### src/rtl/activation_backprop_layer_2.sv
// activation_backprop_layer_2: layer-2 backward pass, delta = (a - t) * f'(z).
// It has a 2-stage valid/ready pipeline, counts a frame of NUM_NEURONS and sums the frame's deltas.
// Ports:
//   clk, reset_n (async active-low)
//   start (pulse; only acted on in IDLE), done (pulse; the frame is complete)
//   in_valid/in_ready with z_in, a_in, t_in (signed)
//   out_valid/out_ready with delta_out (signed)
//   bias_grad_sum: signed sum of the frame's deltas. It is held stable after the frame ends.
// Optional build macro DELTA_SATURATE_EN: the delta and the sum saturate.
// Without it, the delta and the sum wrap.
module activation_backprop_layer_2 #(
  parameter int voltage_size    = 63,
  parameter int activation_size = 131,
  parameter int delta_size      = 32,
  parameter int acc_size        = 40,
  parameter int NUM_NEURONS     = 10
) (
  input  logic                              clk,
  input  logic                              reset_n,
  input  logic                              start,
  input  logic                              in_valid,
  output logic                              in_ready,
  input  logic signed [voltage_size-1:0]    z_in,
  input  logic signed [activation_size-1:0] a_in,
  input  logic signed [activation_size-1:0] t_in,
  output logic                              out_valid,
  input  logic                              out_ready,
  output logic signed [delta_size-1:0]      delta_out,
  output logic signed [acc_size-1:0]        bias_grad_sum,
  output logic                              done
);

  localparam int EW = activation_size + 1;
  localparam int CW = $clog2(NUM_NEURONS + 1);

  localparam logic [1:0] IDLE  = 2'd0;
  localparam logic [1:0] RUN   = 2'd1;
  localparam logic [1:0] DRAIN = 2'd2;
  localparam logic [1:0] DONE  = 2'd3;

  logic [1:0]              state;
  logic [CW-1:0]           in_cnt;
  logic [CW-1:0]           out_cnt;
  logic                    stall;
  logic                    accept;
  logic                    out_hs;

  logic                    s1_valid;
  logic signed [EW-1:0]    s1_err;
  logic signed [3:0]       s1_der;

  logic signed [EW-1:0]    err_nx;
  logic signed [3:0]       der_nx;
  logic [3:0]              zl;
  logic signed [delta_size-1:0] delta_nx;
  logic signed [acc_size-1:0]   sum_nx;

  assign stall    = out_valid && !out_ready;
  assign in_ready = (state == RUN) &&
                    (in_cnt < CW'(NUM_NEURONS)) && !stall;
  assign accept   = in_valid && in_ready;
  assign out_hs   = out_valid && out_ready;
  assign done     = (state == DONE);

  assign err_nx = {a_in[activation_size-1], a_in}
                - {t_in[activation_size-1], t_in};

  // Only the low nibble of z matters inside -2..2.
  assign zl = z_in[3:0];

  always_comb begin
    der_nx = '0;
    unique case (1'b1)
      (z_in >= -2) && (z_in < 0):
        der_nx = 4'sd1 + $signed({zl[2:0], 1'b0});
      (z_in >= 0) && (z_in <= 2):
        der_nx = 4'sd1 - $signed({zl[2:0], 1'b0});
      default:
        der_nx = '0;
    endcase
  end

`ifdef DELTA_SATURATE_EN
  localparam int PW = EW + 4;
  logic signed [PW-1:0]       prod;
  logic                       prod_fits;
  logic signed [acc_size:0]   acc_wide;

  assign prod = s1_err * s1_der;
  // The product fits when every bit above the delta sign bit is a copy of the sign.
  assign prod_fits = (&prod[PW-1:delta_size-1]) ||
                     !(|prod[PW-1:delta_size-1]);

  always_comb begin
    delta_nx = prod[delta_size-1:0];
    if (!prod_fits)
      delta_nx = prod[PW-1] ?
        {1'b1, {(delta_size-1){1'b0}}} :
        {1'b0, {(delta_size-1){1'b1}}};
  end

  assign acc_wide =
    {bias_grad_sum[acc_size-1], bias_grad_sum} +
    {{(acc_size-delta_size+1){delta_out[delta_size-1]}},
     delta_out};

  always_comb begin
    sum_nx = acc_wide[acc_size-1:0];
    if (acc_wide[acc_size] != acc_wide[acc_size-1])
      sum_nx = acc_wide[acc_size] ?
        {1'b1, {(acc_size-1){1'b0}}} :
        {1'b0, {(acc_size-1){1'b1}}};
  end
`else
  assign delta_nx = delta_size'(s1_err * s1_der);
  assign sum_nx = bias_grad_sum +
    {{(acc_size-delta_size){delta_out[delta_size-1]}},
     delta_out};
`endif

  // A downstream stall holds both stages in place.
  always_ff @(posedge clk or negedge reset_n) begin
    if (!reset_n) begin
      s1_valid  <= 1'b0;
      s1_err    <= '0;
      s1_der    <= '0;
      out_valid <= 1'b0;
      delta_out <= '0;
    end else if (!stall) begin
      s1_valid <= accept;
      if (accept) begin
        s1_err <= err_nx;
        s1_der <= der_nx;
      end
      out_valid <= s1_valid;
      if (s1_valid)
        delta_out <= delta_nx;
    end
  end

  always_ff @(posedge clk or negedge reset_n) begin
    if (!reset_n) begin
      state         <= IDLE;
      in_cnt        <= '0;
      out_cnt       <= '0;
      bias_grad_sum <= '0;
    end else begin
      if (out_hs) begin
        out_cnt       <= out_cnt + CW'(1);
        bias_grad_sum <= sum_nx;
      end
      unique case (state)
        IDLE: begin
          if (start) begin
            state         <= RUN;
            in_cnt        <= '0;
            out_cnt       <= '0;
            bias_grad_sum <= '0;
          end
        end
        RUN: begin
          if (accept)
            in_cnt <= in_cnt + CW'(1);
          if (in_cnt == CW'(NUM_NEURONS))
            state <= DRAIN;
        end
        DRAIN: begin
          if (out_cnt == CW'(NUM_NEURONS))
            state <= DONE;
        end
        DONE:    state <= IDLE;
        default: state <= IDLE;
      endcase
    end
  end

endmodule
### config.mk
export PLATFORM = sky130hd
export DESIGN_NAME = activation_backprop_layer_2
export DESIGN_NICKNAME = d
export VERILOG_FILES = /design/src/rtl/activation_backprop_layer_2.sv
export SDC_FILE = /design/constraint.sdc
export NUM_CORES = 1
export LEC_CHECK = 0
export ABC_AREA = 0
export ABC_CLOCK_PERIOD_IN_PS = 6100
export CORE_ASPECT_RATIO = 0.5
export CORE_MARGIN = 4
export CORE_UTILIZATION = 40
export CTS_CLUSTER_SIZE = 24
export DETAILED_ROUTE_END_ITERATION = 8
export DONT_BUFFER_PORTS = 1
export MAX_ROUTING_LAYER = met4
export PLACE_DENSITY = 0.59
export SLEW_MARGIN = 15
export SYNTH_ARGS = -nofsm -noshare
export SYNTH_HDL_FRONTEND = slang
export SYNTH_SLANG_ARGS = --single-unit
### constraint.sdc
create_clock -name clk -period 6.1 [get_ports clk]
set_input_delay 0.61 -clock clk [delete_from_list [all_inputs] [get_ports clk]]
set_output_delay 0.61 -clock clk [all_outputs]
set_load 0.02 [all_outputs]
==> results.yml <==
final_layout:
  antenna_cells: 0
  area_growth_pct: 8.244
  layout.nets: 1990
  fillers: 3003
  drive_gt1_frac: 0.04484
  final_cell_area_um2: 13470
critical_path:
  crit_family: "adder cells"
  path_buf_inv: 2
  crit_chain: "clkinv_1, buf_4, nor2_1, fa_1, fa_1, ha_1, ha_1, nor2b_1, o21a_1, a311oi_1, o2bb2ai_1, o211ai_1, a2111oi_4, nor3_1, nor2_1, xnor2_1, mux2_2"
  cp_max_fo: 26
  crit_type: "reg -> reg"
  endpoint_kind: "flop"
  startpoint_type: "flop"
  crit_path_start: "s1_der[3]"
  slowest_stage: "fa_1"
  rr_startpoint: "s1_der[3]"
  cp_data_arrival_time_ns: 5.36
  slowest_delay_ns: 0.53
  worstPathRequired_ns: 6.42
sta:
  rsz0062_at_grt: "false"
  setup_viol: 0
  period_needed_ns: 5.043
  timing.final.crit_share: 0.8268
  tightest_slew_ns: 0.9321
  timing.setup.tns_ns: 0
  finClkSkew_ns: 0.01190
  slew_headroom: 0.3786
  slew_viol_final: 0
  fin_hold_ws_ns: 0.1335
  setup_ws_ns: 1.057
  hold_viol: 0
  max_freq_mhz: 198.3
pwr:
  p_leak_nw: 6.661
  p_clk_frac: 0.240
  vdd_ir_drop_max_v: 0.0002058
  switching_share: 0.4654
  p_sw_mw: 2.046
  p_seq_frac: 0.400
  combPwrFrac: 0.360
  p_per_area_nw_per_um2: 326.3
  p_int_mw: 2.350
cts:
  cts_num_sinks: 120
  clockBufferDepth: 2
  postCtsSetupRepairBufs: 0
  cts-root-buf: "clkbuf_16"
  clkSlewWorstSetupHoldPaths_ns: 0.06
  cts_tree: "built"
  htree_levels: 4
  cts_resized: 0
  cts_inserted_buffers: 17
  holdBufCountCts: 1
  clk_latency_ns: 0.43
logic_synthesis:
  yosys.cell_count.top_type: "nand2_1"
  ys.flop_type: "dfrtp_1"
  synth_top_cells_by_count: "nand2_1, ha_1, a21oi_1, dfrtp_1, o21ai_0"
  netlist_top_cells_area: "dfrtp_1, ha_1, fa_1"
  synth_cell_type_count: 67
  syn-cell-area_um2: 12450
  syn_area_per_cell_um2: 8.387
  synth_top_area_cell: "dfrtp_1"
  synth_nets: 2014
  syn_inst: 1484
  synth_edf_count: 0
  ys_ff_latch: 120
  async_reset_ff_frac: 1.000
  yosysTopAreaCellShare: 0.2413
  synth.yosys.seq_area_share: 0.2413
  yosys_warnings: 0
drt:
  wl_per_cell_um: 18.02
  drt-initial-drc-count: 711
  dr.pass1.iters: 5
  vias_per_cell: 5.510
  drcViolationCount: 0
  wl_met3_mm: 1.825
  drtAntennaViolNets: 0
  wl_met2_mm: 15.13
  finalWirelength_mm: 34.16
  vias: 10440
  wirelength_met1_mm: 16.58
  top_layer: "met4"
floorplan:
  fp.coreArea_um2: 30460
  fp.dieArea_um2: 34170
  dieHeight_um: 132.7
  start_util: 0.4086
  die_w_um: 257.5
  rows: 45
  pin_count: 405
place:
  placed_cell_area_um2: 12840
  numPortBuffers: 0
  post-dp-hpwl_mm: 26.99
  gp_congestion: 0.9080
  pre_cts_ws_ns: 1.015
global_route:
  grt_pass1_wl_mm: 55.83
  grt.total_usage: 0.2065
  antenna_found_initial: 0
  grt_start_max_net_pins: 121
  grt-ovfl-total: 0
  grt_pass1_vias: 10500
min_path:
  hold_path.class: "in -> async"
flow_run:
  drv_cap: 0
outcome:
  run_status: "completed"
per-layer routing:
layer | global-route usage | up-vias
met4 | 0.05477 | 0
met1 | 0.2817 | 4950
met5 | - | -
met3 | 0.04226 | 40
li1 | - | 5159
met2 | 0.3149 | 293
worst paths after layout:
path | slack [ns] | cells after the start | to
max | 1.06 | 17 | delta_out[29]
min | 0.13 | 1 | s1_der[3]
max reg2reg | 1.06 | 17 | delta_out[29]
min reg2reg | 0.48 | 2 | s1_der[2]
max in group asynchronous | 5.48 | 1 | bias_grad_sum[18]
min in group clk | 0.39 | 2 | in_cnt[2]
kinds of logic (layout without fill, tap and decap cells):
family,count (synthesis),after routing,synth area share
and+or+nand+nor,526,526,0.2083
AOI/OAI and AO/OA,395,395,0.1984
adders and majority gates,200,200,0.2373
buffers and inverters,144,132,0.04343
DFF,120,120,0.2413
xor gates and xnor gates,89,89,0.06263
muxes,10,10,0.008747
area by class of cell:
cell class,count,area (um2),share of cell area
repair buffers,9,87.58,0.006501
multi-input cells,1220,8907,0.6612
well taps,423,529.3,0.03929
clock inverters,14,173.9,0.01291
flip-flops and latches,120,3003,0.2229
inverters,92,345.3,0.02563
clock buffers,17,425.4,0.03158
power by group through the flow:
stage          Clock (mW)  Sequential, mW  Combinational (mW)
2_1_floorplan           0            1.57                1.27
4_1_cts              1.08            1.76                1.58
6_report             1.05            1.76                1.58
3_5_place_dp            0            1.78                1.55
5_1_grt              1.12            1.81                1.81
3_3_place_gp            0            1.76                1.50
sequential cells by signal, indices dropped and copies added, names as in the netlist:
register,count
out_cnt,4
s1_der,4
out_valid,1
s1_valid,1
state,2
in_cnt,4
s1_err,32
bias_grad_sum,40
delta_out,32
per-stage QoR:
stage / utilization / total power [mW] / instances
after CTS: 0.4423 / 4.420 / 1895
after global placement: 0.4217 / 3.265 / 1863
after floorplan: - / 2.841 / 1484
after detailed placement: 0.4217 / 3.329 / 1863
final: 0.4423 / 4.396 / 1895
after global routing: 0.4423 / 4.730 / 1895
layout by cell type (no fill, tap or decap), types with 9 or more instances in the layout:
master       n
a21oi_1    124
nand3_1     17
inv_1       91
ha_1       140
a21o_1      50
xor2_1      40
nor2b_1     12
fa_1        60
o21bai_1    12
a211oi_1    15
nand2b_1    18
a31oi_1     10
and3_1       9
o21ai_0    107
o21a_1      11
nand2_1    203
and2_1      83
xnor2_1     49
clkbuf_16   17
nor4_1      23
dfrtp_1    120
nor3_1      17
nand4_1     33
nor2_1      79
worst register-to-register path, delay by kind of cell (launching register included):
| family | cells | cell delay [ns] |
|---|---|---|
| adder cells (fa/ha/maj) | 4 | 1.71 |
| AO/OA/AOI/OAI | 5 | 1.47 |
| XOR/XNOR | 1 | 0.08 |
| flip-flops | 1 | 0.48 |
| AND/OR/NAND/NOR | 4 | 0.57 |
| buffers and inverters | 2 | 0.37 |
| multiplexers | 1 | 0.26 |
Power figures use the tool's default switching activity.
